## config.mk

```make
export PLATFORM = sky130hd
export DESIGN_NAME = fft_band_levels
export DESIGN_NICKNAME = d
export VERILOG_FILES = /design/src/rtl/fft_band_pkg.sv /design/src/rtl/fft_band_log2_enc.sv /design/src/rtl/fft_band_levels.sv
export SDC_FILE = /design/constraint.sdc
export NUM_CORES = 1
export LEC_CHECK = 0
export BUFFER_PORTS_ARGS = -buffer_cell sky130_fd_sc_hd__buf_4
export CAP_MARGIN = 20
export CELL_PAD_IN_SITES_DETAIL_PLACEMENT = 1
export CELL_PAD_IN_SITES_GLOBAL_PLACEMENT = 2
export CORE_ASPECT_RATIO = 0.75
export CORE_MARGIN = 2
export CORE_UTILIZATION = 51
export CTS_CLUSTER_DIAMETER = 40
export DETAILED_ROUTE_END_ITERATION = 8
export PLACE_DENSITY = 0.9
export RECOVER_POWER = 100
export SKIP_LAST_GASP = 1
export SLEW_MARGIN = 10
export SYNTH_ARGS = -nofsm -noshare
export SYNTH_HDL_FRONTEND = slang
export SYNTH_HIERARCHICAL = 1
export SYNTH_SLANG_ARGS = --single-unit
```

## constraint.sdc

```tcl
create_clock -name clk_clk -period 19.3 [get_ports clk_clk]
set_clock_uncertainty 0.2 [all_clocks]
set_input_delay 0.965 -clock clk_clk [delete_from_list [all_inputs] [get_ports clk_clk]]
set_output_delay 0.965 -clock clk_clk [all_outputs]
set_load 0.03 [all_outputs]
```

## src/rtl/fft_band_pkg.sv

```systemverilog
// Shared types for the FFT octave-band level stage.
// Band count, band index, level type and the FSM state encoding.
package fft_band_pkg;

   localparam int NUM_BANDS = 9;

   typedef logic [3:0] band_t;
   typedef logic [7:0] level_t;

   typedef enum logic [1:0] {
      IDLE,
      ACCUM,
      SCALE,
      PUBLISH
   } state_t;

endpackage

```

## src/rtl/fft_band_log2_enc.sv

```systemverilog
// Priority encoder: bin index -> octave band (floor(log2(idx))).
// Flags bin 0 (DC), which belongs to no band.
module fft_band_log2_enc
   import fft_band_pkg::*;
#(
   parameter int IDX_W = 9
) (
   input  logic [IDX_W-1:0] idx,
   output band_t            band,
   output logic             dc
);

   always_comb begin
      band = '0;
      for (int i = 0; i < IDX_W; i++) begin
         if (idx[i]) band = band_t'(i);
      end
      dc = (idx == '0);
   end

endmodule

```

## src/rtl/fft_band_levels.sv

```systemverilog
// Folds an FFT magnitude frame into 9 octave band levels for the VGA bars.
// Peak-hold/decay of levels is enabled by defining FFT_BAND_PEAK_HOLD_EN.
module fft_band_levels
   import fft_band_pkg::*;
#(
   parameter int MAG_W       = 16,
   parameter int NUM_BINS    = 512,
   parameter int LEVEL_W     = 8,
   parameter int LEVEL_SHIFT = 6,
   parameter int DECAY       = 4,
   parameter int THRESH      = 64
) (
   input  logic               clk_clk,
   input  logic               reset_reset,
   input  logic               bin_valid,
   output logic               bin_ready,
   input  logic               bin_sop,
   input  logic               bin_eop,
   input  logic [MAG_W-1:0]   bin_mag,
   input  logic [3:0]         rd_band,
   output logic [LEVEL_W-1:0] rd_level,
   output logic [8:0]         lights,
   output logic               frame_done
);

   localparam int IDX_W = $clog2(NUM_BINS);
   localparam int SUM_W = MAG_W + 8;

   if ((NUM_BINS & (NUM_BINS - 1)) != 0 || IDX_W != NUM_BANDS
       || DECAY < 0) begin : g_bad_cfg
      $error("fft_band_levels: unsupported NUM_BINS or DECAY");
   end

   state_t             state, state_nx;
   logic [IDX_W:0]     idx;
   band_t              scan;
   logic [SUM_W-1:0]   sums   [NUM_BANDS];
   logic [LEVEL_W-1:0] shadow [NUM_BANDS];
   logic [LEVEL_W-1:0] held   [NUM_BANDS];

   logic               accept;
   logic [IDX_W-1:0]   eff_idx;
   logic               in_range;
   band_t              band;
   logic               dc;
   logic [SUM_W:0]     sum_add;
   logic [SUM_W-1:0]   sum_sat;
   logic [SUM_W-1:0]   avg;
   logic [SUM_W-1:0]   pre;
   logic [LEVEL_W-1:0] lvl;
   logic [LEVEL_W-1:0] lvl_nx;

   assign accept   = bin_valid && bin_ready;
   assign eff_idx  = bin_sop ? '0 : idx[IDX_W-1:0];
   // idx reaching NUM_BINS sets the top bit: further beats are dropped
   assign in_range = bin_sop || !idx[IDX_W];

   fft_band_log2_enc #(.IDX_W(IDX_W)) u_enc (
      .idx  (eff_idx),
      .band (band),
      .dc   (dc)
   );

   assign sum_add = {1'b0, sums[band]}
                  + {{(SUM_W + 1 - MAG_W){1'b0}}, bin_mag};
   assign sum_sat = sum_add[SUM_W] ? '1 : sum_add[SUM_W-1:0];

   always_comb begin
      avg    = sums[scan] >> scan;
      pre    = avg >> LEVEL_SHIFT;
      lvl    = (|pre[SUM_W-1:LEVEL_W]) ? '1 : pre[LEVEL_W-1:0];
      lvl_nx = lvl;
`ifdef FFT_BAND_PEAK_HOLD_EN
      if (lvl < held[scan]) begin
         if (held[scan] > LEVEL_W'(DECAY))
            lvl_nx = held[scan] - LEVEL_W'(DECAY);
         else
            lvl_nx = '0;
      end
`endif
   end

   always_ff @(posedge clk_clk) begin
      if (reset_reset) state <= IDLE;
      else             state <= state_nx;
   end

   always_comb begin
      state_nx  = state;
      bin_ready = 1'b1;
      case (state)
         IDLE: begin
            if (bin_valid && bin_sop)
               state_nx = bin_eop ? SCALE : ACCUM;
         end
         ACCUM: begin
            if (bin_valid && bin_eop) state_nx = SCALE;
         end
         SCALE: begin
            bin_ready = 1'b0;
            if (scan == band_t'(NUM_BANDS - 1)) state_nx = PUBLISH;
         end
         PUBLISH: begin
            bin_ready = 1'b0;
            state_nx  = IDLE;
         end
         default: state_nx = IDLE;
      endcase
   end

   always_ff @(posedge clk_clk) begin
      if (reset_reset) begin
         idx        <= '0;
         scan       <= '0;
         lights     <= '0;
         frame_done <= 1'b0;
         rd_level   <= '0;
         for (int b = 0; b < NUM_BANDS; b++) begin
            sums[b]   <= '0;
            shadow[b] <= '0;
            held[b]   <= '0;
         end
      end else begin
         frame_done <= (state == PUBLISH);
         // during PUBLISH read the incoming bank so readback flips with lights
         if (rd_band < band_t'(NUM_BANDS))
            rd_level <= (state == PUBLISH) ? shadow[rd_band] : held[rd_band];
         else
            rd_level <= '0;
         case (state)
            IDLE, ACCUM: begin
               if (accept && bin_sop) begin
                  idx <= {{IDX_W{1'b0}}, 1'b1};
                  for (int b = 0; b < NUM_BANDS; b++) sums[b] <= '0;
               end else if (accept && state == ACCUM) begin
                  if (in_range && !dc) sums[band] <= sum_sat;
                  if (!idx[IDX_W]) idx <= idx + 1'b1;
               end
            end
            SCALE: begin
               shadow[scan] <= lvl_nx;
               scan <= (scan == band_t'(NUM_BANDS - 1)) ? '0 : scan + 1'b1;
            end
            PUBLISH: begin
               for (int b = 0; b < NUM_BANDS; b++) begin
                  held[b]   <= shadow[b];
                  lights[b] <= (shadow[b] >= LEVEL_W'(THRESH));
                  sums[b]   <= '0;
               end
            end
            default: ;
         endcase
      end
   end

endmodule

```

==> results.md <==
- Status: finished with violations
- Failing checks: max-capacitance violations, max-slew violations
- R2R cell count: 18
- Warnings from Yosys: 6
- Internal Power: roughly 2.8 mW
- Worst VDD drop: 0.0000918 V
- Largest net degree at the start of global routing: between 100 and 150
- Maxcap violations: 38
- Initial antenna violation count: 0
- Synth cell types: a little under 90
- Worst EP arrival: 13350 ps
- Mean Syn Cell Area: 15.1 um^2
- CP max FO: 63
- Placer Congestion: 0.857
- Reg clk slew, reported paths: 50 ps
- RSZ-0062 raised after global routing: no
- Max Fclk: 0.0753 GHz
- GRT Util Overall: 31.1%
- Worst-Skew Late Latency: 650 ps
- CTS Buffer Depth: 3
- CP Launch Type: input port
- First-pass GRT wire length: around 130 mm
- Final min period: around 13000 ps
- Final period util: a little under 70%
- Starting Density: 51.9%
- Die area: 0.0591 mm^2
- Clock power frac: 36.5%
- DR pass1 iterations: 7
- Sw frac: 31.0%
- Final net count: slightly above 2k
- Post-DP HPWL: between 50 and 60 mm
- Leakage power: 11.2 nW
- Final ANT Viol Nets: 0
- Final setup viols: 0
- Vias: roughly 19k
- Routed wire length: 89.8 mm
- IO Port Bufs: 43
- Hold/Removal Path Class: flop to flop
- Num rows: 75
- CP endpoint kind: flop
- Share of total power in sequential cells: 41.5%
- Comb pwr share: 22.0%
- TritonCTS Sinks: between 500 and 600
- Vias per inst: just under 7
- Setup Buffers After CTS: 0
- Number of synthesized flops with an enable pin: 552
- Critical Path RT: 19380 ps
- Top_reg_cell synth: edfxtp_1
- Hold-fix buffers at CTS: 0
- Area growth syn-to-layout: 11.3%
- CTS tree: yes
- Final Hold Viols: 0
- CP max stage cell: clkbuf_1
- Routed WL per cell: 32.4 um
- CP Cell Sequence: clkbuf_1 -> nor2b_4 -> clkbuf_1 -> a21oi_1 -> clkbuf_1 -> clkbuf_1 -> mux4_2 -> mux4_2 -> ha_1 -> fa_1 -> a21o_1 -> a21oi_1 -> o21bai_1 -> a21oi_1 -> or4_1 -> a211oi_1 -> buf_4 -> nor2_1 -> inv_1
- CTS H-tree lvls: 3
- Syn Std Cell Area: 0.0291 mm^2
- Cell count of the worst hold path: 1
- Mapped Cells: 1936
- Die Span X: 280 um
- Die H: 211 um
- Clock root buffer: clkbuf_16
- Vias in the first global route: 19.8k
- Flops & latches, synth: 590
- Critical path type: input port to flop
- Most frequent cells in the layout: edfxtp_1, nor2_1, mux4_2, a21oi_1, clkbuf_16
- CP peak stage delay: 3000 ps
- Asr flop ratio synth: 0%
- # IOs: 44
- Total power: 4.05 mW
- ANT cells: 0
- Overflow after GRT: 0
- Mapped Nets: 1987
- Commonest non-fill, non-tap cell in the layout: edfxtp_1
- Worst slew pin tran: between 4000 and 5000 ps
- Layout cell share with drive strength beyond 1: 21.2%
- # resized after CTS: 0
- PD cells: 125 mW/mm^2
- Core ar.: 0.0562 mm^2
- Top cell by count, worst path: clkbuf_1
- Sequential area share after synthesis: 59.5%
- Sw power: 1.25 mW
- Post-route DRC: 0
- Final core utilization: 57.7%
- Initial drt markers: 2733
- Total CTS buffers: 78
- Relative slew slack: -190%
- TNS Setup: 0 ps
- Final Max Slew Viols: 1038
==> final cells by class <==
| class | count | area (um^2) |
|---|---|---|
| Clock buffer | 94 | 2130 |
| Clock inverter | 48 | 510 |
| Fill cell | 5157 | 23800 |
| Inverter | 45 | 169 |
| Multi-Input combinational cell | 1173 | 10900 |
| Sequential cell | 590 | 17300 |
| Tap cell | 731 | 915 |
| Timing Repair Buffer | 89 | 474 |
==> routing by layer <==
| layer | part of all wire [%] | GRT usage, % | up-vias |
|---|---|---|---|
| met5 | 0 | 0 | - |
| met4 | 2.6 | 9.16 | 0 |
| met3 | 12 | 8.11 | 170 |
| met2 | 45 | 45.9 | 1246 |
| met1 | 41 | 45.6 | 9940 |
| li1 | - | - | 7670 |
==> synthesized netlist by cell type, drive strengths merged (9+ instances only) <==
cell | instances | area, um^2
nor3 | 20 | 105
mux4 | 226 | 5090
clkbuf | 75 | 282
a211o | 11 | 96.3
o21ai | 17 | 85.1
nand2b | 18 | 113
nor2 | 301 | 1220
inv | 44 | 165
edfxtp | 552 | 16600
nor2b | 16 | 100
ha | 25 | 313
a21oi | 91 | 474
nand3 | 20 | 100
a211oi | 26 | 280
mux2i | 62 | 621
and2 | 81 | 507
a22oi | 11 | 92.6
buf | 53 | 324
and3 | 10 | 62.6
nand2 | 68 | 255
a22o | 16 | 140
a221oi | 9 | 91.3
mux2 | 14 | 158
xnor2 | 10 | 87.6
dfxtp | 38 | 761
xor2 | 14 | 123
==> metrics by stage <==
step	setup slack, ps	hold WS (ps)	cells	instance area [um^2]
2_1_floorplan	12220	252	1936	29100
3_3_place_gp	11580	246	2626	30200
3_5_place_dp	11330	259	2626	30200
4_1_cts	11920	277	2768	32900
5_1_grt	5780	291	2770	32400
6_report	6030	272	2770	32400
==> cell families (layout without fill, tap and decap cells) <==
logic type | Yosys count | in the layout | synth area share (%)
simple gates | 564 | 564 | 9.26
fa+ha+maj | 26 | 26 | 1.14
flops | 590 | 590 | 59.5
compound gates | 257 | 257 | 6.61
mux | 302 | 302 | 20.1
buf+inv | 173 | 276 | 2.66
xor+xnor | 24 | 24 | 0.721
==> power by group through the flow <==
stage          Combinational, mW  Sequential [mW]  Clock (mW)
6_report                   0.891             1.68        1.48
5_1_grt                    0.944             1.69        1.54
4_1_cts                    0.909             1.67        1.49
3_5_place_dp               0.893             1.69           0
3_3_place_gp               0.864             1.68           0
2_1_floorplan              0.648             1.65           0
==> critical path: cells and delay by family <==
family                   cells  cell delay, ps
buffers and inverters        6            6890
AND/OR/NAND/NOR              3            1180
adder cells (fa/ha/maj)      2             670
multiplexers                 2             970
AO/OA/AOI/OAI                6            2580
==> worst paths after layout <==
path | slack (ps) | from | end
setup reg to reg | 6410 | idx[8] | sums[15][7]
setup / recovery | 6030 | bin_sop | sums[15][7]
hold reg to reg | 270 | lights[3] | lights[3]
hold / removal | 270 | lights[3] | lights[3]
==> registers in the layout, indices dropped and copies added (netlist names), named ones only <==
signal,flops
shadow,96
state,2
frame_done,1
lights,9
sums,384
rd_level,8
held,72
scan,4
idx,10
Note: power is estimated with default switching activity, not from simulation.
